===== src/rtl/prim_ram_2p_stream_reader.sv =====
// Sweeps an address range on one port of a dual-port RAM. The read mode streams
// the words out over valid/ready. The fill mode writes a latched pattern to
// every word in the range.
module prim_ram_2p_stream_reader #(
    parameter int Width = 32,
    parameter int Depth = 128
) (
    input  logic                     clk_i,
    input  logic                     rst_ni,
    input  logic                     start_i,
    input  logic                     mode_i,
    input  logic [$clog2(Depth)-1:0] base_addr_i,
    input  logic [$clog2(Depth):0]   len_i,
    input  logic [Width-1:0]         fill_data_i,
    input  logic                     abort_i,
    output logic                     busy_o,
    output logic                     done_o,
    output logic                     aborted_o,
    output logic                     ram_req_o,
    output logic                     ram_write_o,
    output logic [$clog2(Depth)-1:0] ram_addr_o,
    output logic [Width-1:0]         ram_wdata_o,
    output logic [Width-1:0]         ram_wmask_o,
    input  logic [Width-1:0]         ram_rdata_i,
    output logic                     rvalid_o,
    output logic [Width-1:0]         rdata_o,
    output logic                     rlast_o,
    input  logic                     rready_i
);
    localparam int Aw = $clog2(Depth);
    localparam logic [Aw:0]   DepthLen = (Aw+1)'(Depth);
    localparam logic [Aw:0]   OneLen   = (Aw+1)'(1);
    localparam logic [Aw-1:0] LastAddr = Aw'(Depth - 1);

    typedef enum logic [1:0] {IDLE, FILL, READ, DRAIN} state_e;

    state_e           state_reg, state_next;
    logic [Aw-1:0]    addr_reg, addr_next;
    logic [Aw:0]      remain_reg, remain_next;
    logic [Width-1:0] pattern_reg, pattern_next;
    logic             inflight_reg, inflight_next;
    logic             inflight_last_reg, inflight_last_next;
    logic             done_reg, done_next;
    logic             aborted_reg, aborted_next;

    // Two-entry FIFO that absorbs the RAM latency and downstream stalls
    logic [Width-1:0] buf_data_reg [2];
    logic [1:0]       buf_last_reg;
    logic             rd_ptr_reg, wr_ptr_reg;
    logic [1:0]       count_reg;

    logic       busy, abort_eff, pop, push, issue_rd, write_req;
    logic [2:0] occupancy;

    assign busy      = (state_reg != IDLE);
    assign abort_eff = abort_i & busy;
    assign rvalid_o  = (count_reg != 2'd0);
    assign pop       = rvalid_o & rready_i;
    // An abort drops the word returning this cycle instead of buffering it
    assign push      = inflight_reg & ~abort_eff;
    // Slots that would still be committed after this cycle's pop
    assign occupancy = {1'b0, count_reg} + {2'b00, inflight_reg} - {2'b00, pop};
    assign issue_rd  = (state_reg == READ) & ~abort_i & (occupancy < 3'd2);
    assign write_req = (state_reg == FILL) & ~abort_i;

    assign busy_o      = busy;
    assign done_o      = done_reg;
    assign aborted_o   = aborted_reg;
    assign ram_req_o   = issue_rd | write_req;
    assign ram_write_o = write_req;
    assign ram_addr_o  = ram_req_o ? addr_reg : '0;
    assign ram_wdata_o = write_req ? pattern_reg : '0;
    assign ram_wmask_o = {Width{write_req}};
    assign rdata_o     = rvalid_o ? buf_data_reg[rd_ptr_reg] : '0;
    assign rlast_o     = rvalid_o & buf_last_reg[rd_ptr_reg];

    // Next-state, address stepping and completion decode
    always_comb begin
        state_next         = state_reg;
        addr_next          = addr_reg;
        remain_next        = remain_reg;
        pattern_next       = pattern_reg;
        done_next          = 1'b0;
        aborted_next       = 1'b0;
        inflight_next      = issue_rd;
        inflight_last_next = issue_rd & (remain_reg == OneLen);
        if (issue_rd || write_req) begin
            addr_next   = (addr_reg == LastAddr) ? '0 : addr_reg + Aw'(1);
            remain_next = remain_reg - OneLen;
        end
        case (state_reg)
            IDLE: begin
                if (start_i) begin
                    if (len_i == '0) begin
                        done_next = 1'b1;
                    end else begin
                        addr_next    = base_addr_i;
                        remain_next  = (len_i > DepthLen) ? DepthLen : len_i;
                        pattern_next = fill_data_i;
                        state_next   = mode_i ? FILL : READ;
                    end
                end
            end
            FILL: begin
                if (abort_i) begin
                    state_next   = IDLE;
                    done_next    = 1'b1;
                    aborted_next = 1'b1;
                end else if (remain_reg == OneLen) begin
                    state_next = IDLE;
                    done_next  = 1'b1;
                end
            end
            READ: begin
                if (abort_i) begin
                    state_next   = IDLE;
                    done_next    = 1'b1;
                    aborted_next = 1'b1;
                end else if (issue_rd && remain_reg == OneLen) begin
                    state_next = DRAIN;
                end
            end
            DRAIN: begin
                if (abort_i) begin
                    state_next   = IDLE;
                    done_next    = 1'b1;
                    aborted_next = 1'b1;
                end else if (pop && rlast_o) begin
                    state_next = IDLE;
                    done_next  = 1'b1;
                end
            end
            default: state_next = IDLE;
        endcase
    end

    // Control state registers
    always_ff @(posedge clk_i or negedge rst_ni) begin
        if (!rst_ni) begin
            state_reg         <= IDLE;
            addr_reg          <= '0;
            remain_reg        <= '0;
            pattern_reg       <= '0;
            inflight_reg      <= 1'b0;
            inflight_last_reg <= 1'b0;
            done_reg          <= 1'b0;
            aborted_reg       <= 1'b0;
        end else begin
            state_reg         <= state_next;
            addr_reg          <= addr_next;
            remain_reg        <= remain_next;
            pattern_reg       <= pattern_next;
            inflight_reg      <= inflight_next;
            inflight_last_reg <= inflight_last_next;
            done_reg          <= done_next;
            aborted_reg       <= aborted_next;
        end
    end

    // FIFO pointers, occupancy and last flags; an abort flushes everything
    always_ff @(posedge clk_i or negedge rst_ni) begin
        if (!rst_ni) begin
            rd_ptr_reg   <= 1'b0;
            wr_ptr_reg   <= 1'b0;
            count_reg    <= 2'd0;
            buf_last_reg <= 2'b00;
        end else if (abort_eff) begin
            rd_ptr_reg <= 1'b0;
            wr_ptr_reg <= 1'b0;
            count_reg  <= 2'd0;
        end else begin
            if (push) begin
                buf_last_reg[wr_ptr_reg] <= inflight_last_reg;
                wr_ptr_reg               <= ~wr_ptr_reg;
            end
            if (pop) begin
                rd_ptr_reg <= ~rd_ptr_reg;
            end
            count_reg <= count_reg + 2'(push) - 2'(pop);
        end
    end

    // FIFO data storage, captured from the RAM the cycle after issue
    for (genvar gi = 0; gi < 2; gi++) begin : g_buf
        always_ff @(posedge clk_i) begin
            if (push && (wr_ptr_reg == 1'(gi))) begin
                buf_data_reg[gi] <= ram_rdata_i;
            end
        end
    end

endmodule

===== config.mk =====
export PLATFORM = sky130hd
export DESIGN_NAME = prim_ram_2p_stream_reader
export DESIGN_NICKNAME = d
export VERILOG_FILES = /design/src/rtl/prim_ram_2p_stream_reader.sv
export SDC_FILE = /design/constraint.sdc
export NUM_CORES = 1
export LEC_CHECK = 0
export BUFFER_PORTS_ARGS = -buffer_cell sky130_fd_sc_hd__buf_4
export CAP_MARGIN = 20
export CORE_MARGIN = 2
export CORE_UTILIZATION = 50
export DETAILED_ROUTE_END_ITERATION = 7
export PLACE_DENSITY = 0.8
export SETUP_SLACK_MARGIN = 0.2
export SLEW_MARGIN = 20
export SYNTH_ARGS = -nofsm -noshare
export SYNTH_HDL_FRONTEND = slang
export SYNTH_SLANG_ARGS = --single-unit

===== constraint.sdc =====
create_clock -name clk_i -period 3.8 [get_ports clk_i]
set_input_delay 0.38 -clock clk_i [delete_from_list [all_inputs] [get_ports clk_i]]
set_output_delay 0.38 -clock clk_i [all_outputs]
set_load 0.03 [all_outputs]

==> out/results.txt <==
CP Depth: 9
ANT nets after route: 0
Vias in the first global route: 4,363
CP arrival: 2.94 ns
RSZ-0062 raised after global routing: no
Syn_nets: 609
Post-route DRC violation count: 0
Via density: 5.20
Fin crit share: 0.875
Leakage power: 3.62 nW
Final non-filler cell total: 837
Final hold vios: 0
Syn. warnings: 0
Fin nets: 775
Initial antenna violation count: 0
Leading area contributor after synthesis: edfxtp_1
Avg Cell Area, Syn: 11.0 sq um
Worst rel slew slack: 0.263
Worst-path cell chain: o21ai_1 > nor2_1 > o21ai_0 > fa_1 > nor4bb_1 > a21oi_1 > bufinv_8 > and2_1 > buf_4
WL/cell: 15.6 um
Top cell family by delay on the critical path: compound AO/OA/AOI/OAI gates
Main combinational cell family by area after synthesis: simple AND/OR/NAND/NOR gates
Multiplexer share of the synthesized area: 0.0677
Area Overhead vs Synth: 35.6%
Setup TNS: 0 ns
Synth Cell Area: 5690 sq um
CP max FO: 15
#FFs+latches synth: 123
# IOs: 195
Fmax: 0.301 GHz
Total gr overflow: 0
CTS buffer count: 17
Starting Density: 0.518
Gr usage total: 0.216
Core Region: 11,000 sq um
CP max stage delay: 0.46 ns
Commonest cells in the netlist: nand2_1, edfxtp_1, dfrtp_1
Number of synthesized flops with an enable pin: 64
Cells after Synth: 518
Synth top area share: 0.338
Clock Skews: 0.00963 ns
Routability Congestion: 0.793
Worst-path clk slew: 0.05 ns
Die Wd: 111 um
Fraction of the mapped netlist area in simple logic gates: 0.197
VDD IR max: 444 uV
Worst path slowest cell: dfrtp_1
Clock latency on the worst-skew pair: 0.41 ns
Fillcell total: 803
Critical Path End Type: primary output
Top-count cell post-synth: nand2_1
Initial drt markers: 247
Maximum clock path buffer count: 2
Pwr dens: 784 nW/um^2
Async SR Flop Fraction: 0.480
Die area: 12,300 sq um
Tmin final: 3.32 ns
Synth area leaders: edfxtp_1, dfrtp_1, nand2_1
Setup bufs post-CTS: 0
# H-tree levels: 4
Compound-Gate Fraction of Synth Area: 0.0464
Clock sinks: 123
Setup WS pre-CTS: 0.459 ns
Post-synthesis sequential area ratio: 0.597
Clock Tree Root: clkbuf_16
Post-DP Area: 7070 sq um
Worst path required time: 3.42 ns
Maxcap violations: 0
Die span in y: 111 um
Reg2Reg Depth: 9
Run status: finished, final reports clean
Library cells used by synthesis: 50
First-pass GRT wire length: 21.2 mm
Hold_ws: 0.0364 ns
Crit Path Class: register to primary output
WP buf/inv: 2
Fin worst setup slack: 0.476 ns
Diodes inserted: 0
Final std cell area, no fill: 7710 sq um
XOR/XNOR share of the synthesized area: 0.00923
Max Slew Vio Count: 0
Share of cells above drive strength 1: 0.367
Drt pass-1 iters: 6
Total number of vias: 4,349
Port Buf Inserts: 194
Final setup fails: 0
CTS tree: built
Post-DP HPWL: 8.81 mm
Row Count: 38
Post-Synth Adder-Cell Area: 0.0145
Placed insts: 804
Most used DFF post-synth: edfxtp_1
Total Routed Length: 13.0 mm
Largest net degree at the start of global routing: 67
Crit path launch type: register
Max reg flops: 64
HP Class: input pin to async pin
Tightest Pin Transition: 1.10 ns
## worst paths after layout
| kind | start | end | slack, ns |
|---|---|---|---|
| max | count_reg[1] | ram_addr_o[6] | 0.48 |
| min | rst_ni | addr_reg[0] | 0.04 |
| max reg2reg | count_reg[1] | remain_reg[3] | 0.85 |
| min reg2reg | pattern_reg[18] | pattern_reg[18] | 0.47 |
| max in group asynchronous | rst_ni | rd_ptr_reg | 3.23 |
| min in group clk_i | ram_rdata_i[10] | buf_data_reg[0][10] | 0.15 |
## layout make-up
cell class	count	area, sq um	area share
Clock buffer	17	425	0.0551
Clock inverter	15	174	0.0225
Timing Repair Buffer	202	1540	0.199
Tap cell	140	175	0.0227
Inverter	15	70.1	0.00908
Multi-Input combinational cell	325	1930	0.251
Sequential cell	123	3400	0.441
## per-stage QoR
| stage | total power, mW | utilization |
|---|---|---|
| after floorplan | 3.66 | - |
| after global placement | 4.36 | 0.644 |
| after detailed placement | 4.43 | 0.644 |
| after CTS | 6.06 | 0.699 |
| after global routing | 6.38 | 0.702 |
| final | 6.05 | 0.702 |
## layer usage
metal	GRT usage	vias up	share of wire
li1	-	2057	-
met1	0.269	2080	0.41
met2	0.354	193	0.50
met3	0.0700	19	0.083
met4	0.0783	0	0.013
met5	0	-	0
## cells in the final DEF (no fill, tap or decap), drive strengths merged, types with 2 or more instances in the layout
cell type	instances
xnor2	4
nor4	2
inv	15
xor2	2
a21bo	2
edfxtp	64
or2	5
clkbuf	17
and3	3
nand3	6
o211ai	4
nor2	48
mux2	4
buf	202
ha	5
o311ai	3
clkinvlp	3
clkinv	8
nor3b	2
mux2i	34
dfrtp	59
a31oi	5
nand2	105
o21ai	11
nand3b	7
a21oi	7
and2	39
or3	8
or4	2
bufinv	4
nand2b	2
## logic make-up after synthesis
kind of cell               Yosys count
xor gates and xnor gates             6
adders and majority gates            6
DFF                                123
and+or+nand+nor                    235
buffers and inverters               70
muxes                               38
AOI/OAI and AO/OA                   40
## power by group
| part | switching, mW | leakage (nW) | total [mW] | internal [mW] |
|---|---|---|---|---|
| clock network | 0.581 | 0.284 | 1.61 | 1.03 |
| registers | 0.244 | 1.31 | 1.97 | 1.72 |
| logic | 1.51 | 2.03 | 2.47 | 0.959 |
## what timing repair did
action / 4_1_cts / 5_1_grt
endpoints found under the hold margin: 0 / 0
resized for setup: 1 / 2
endpoints found under the setup margin: 6 / 8
hold buffers: 0 / 0
Note: power is estimated with default switching activity, not from simulation.
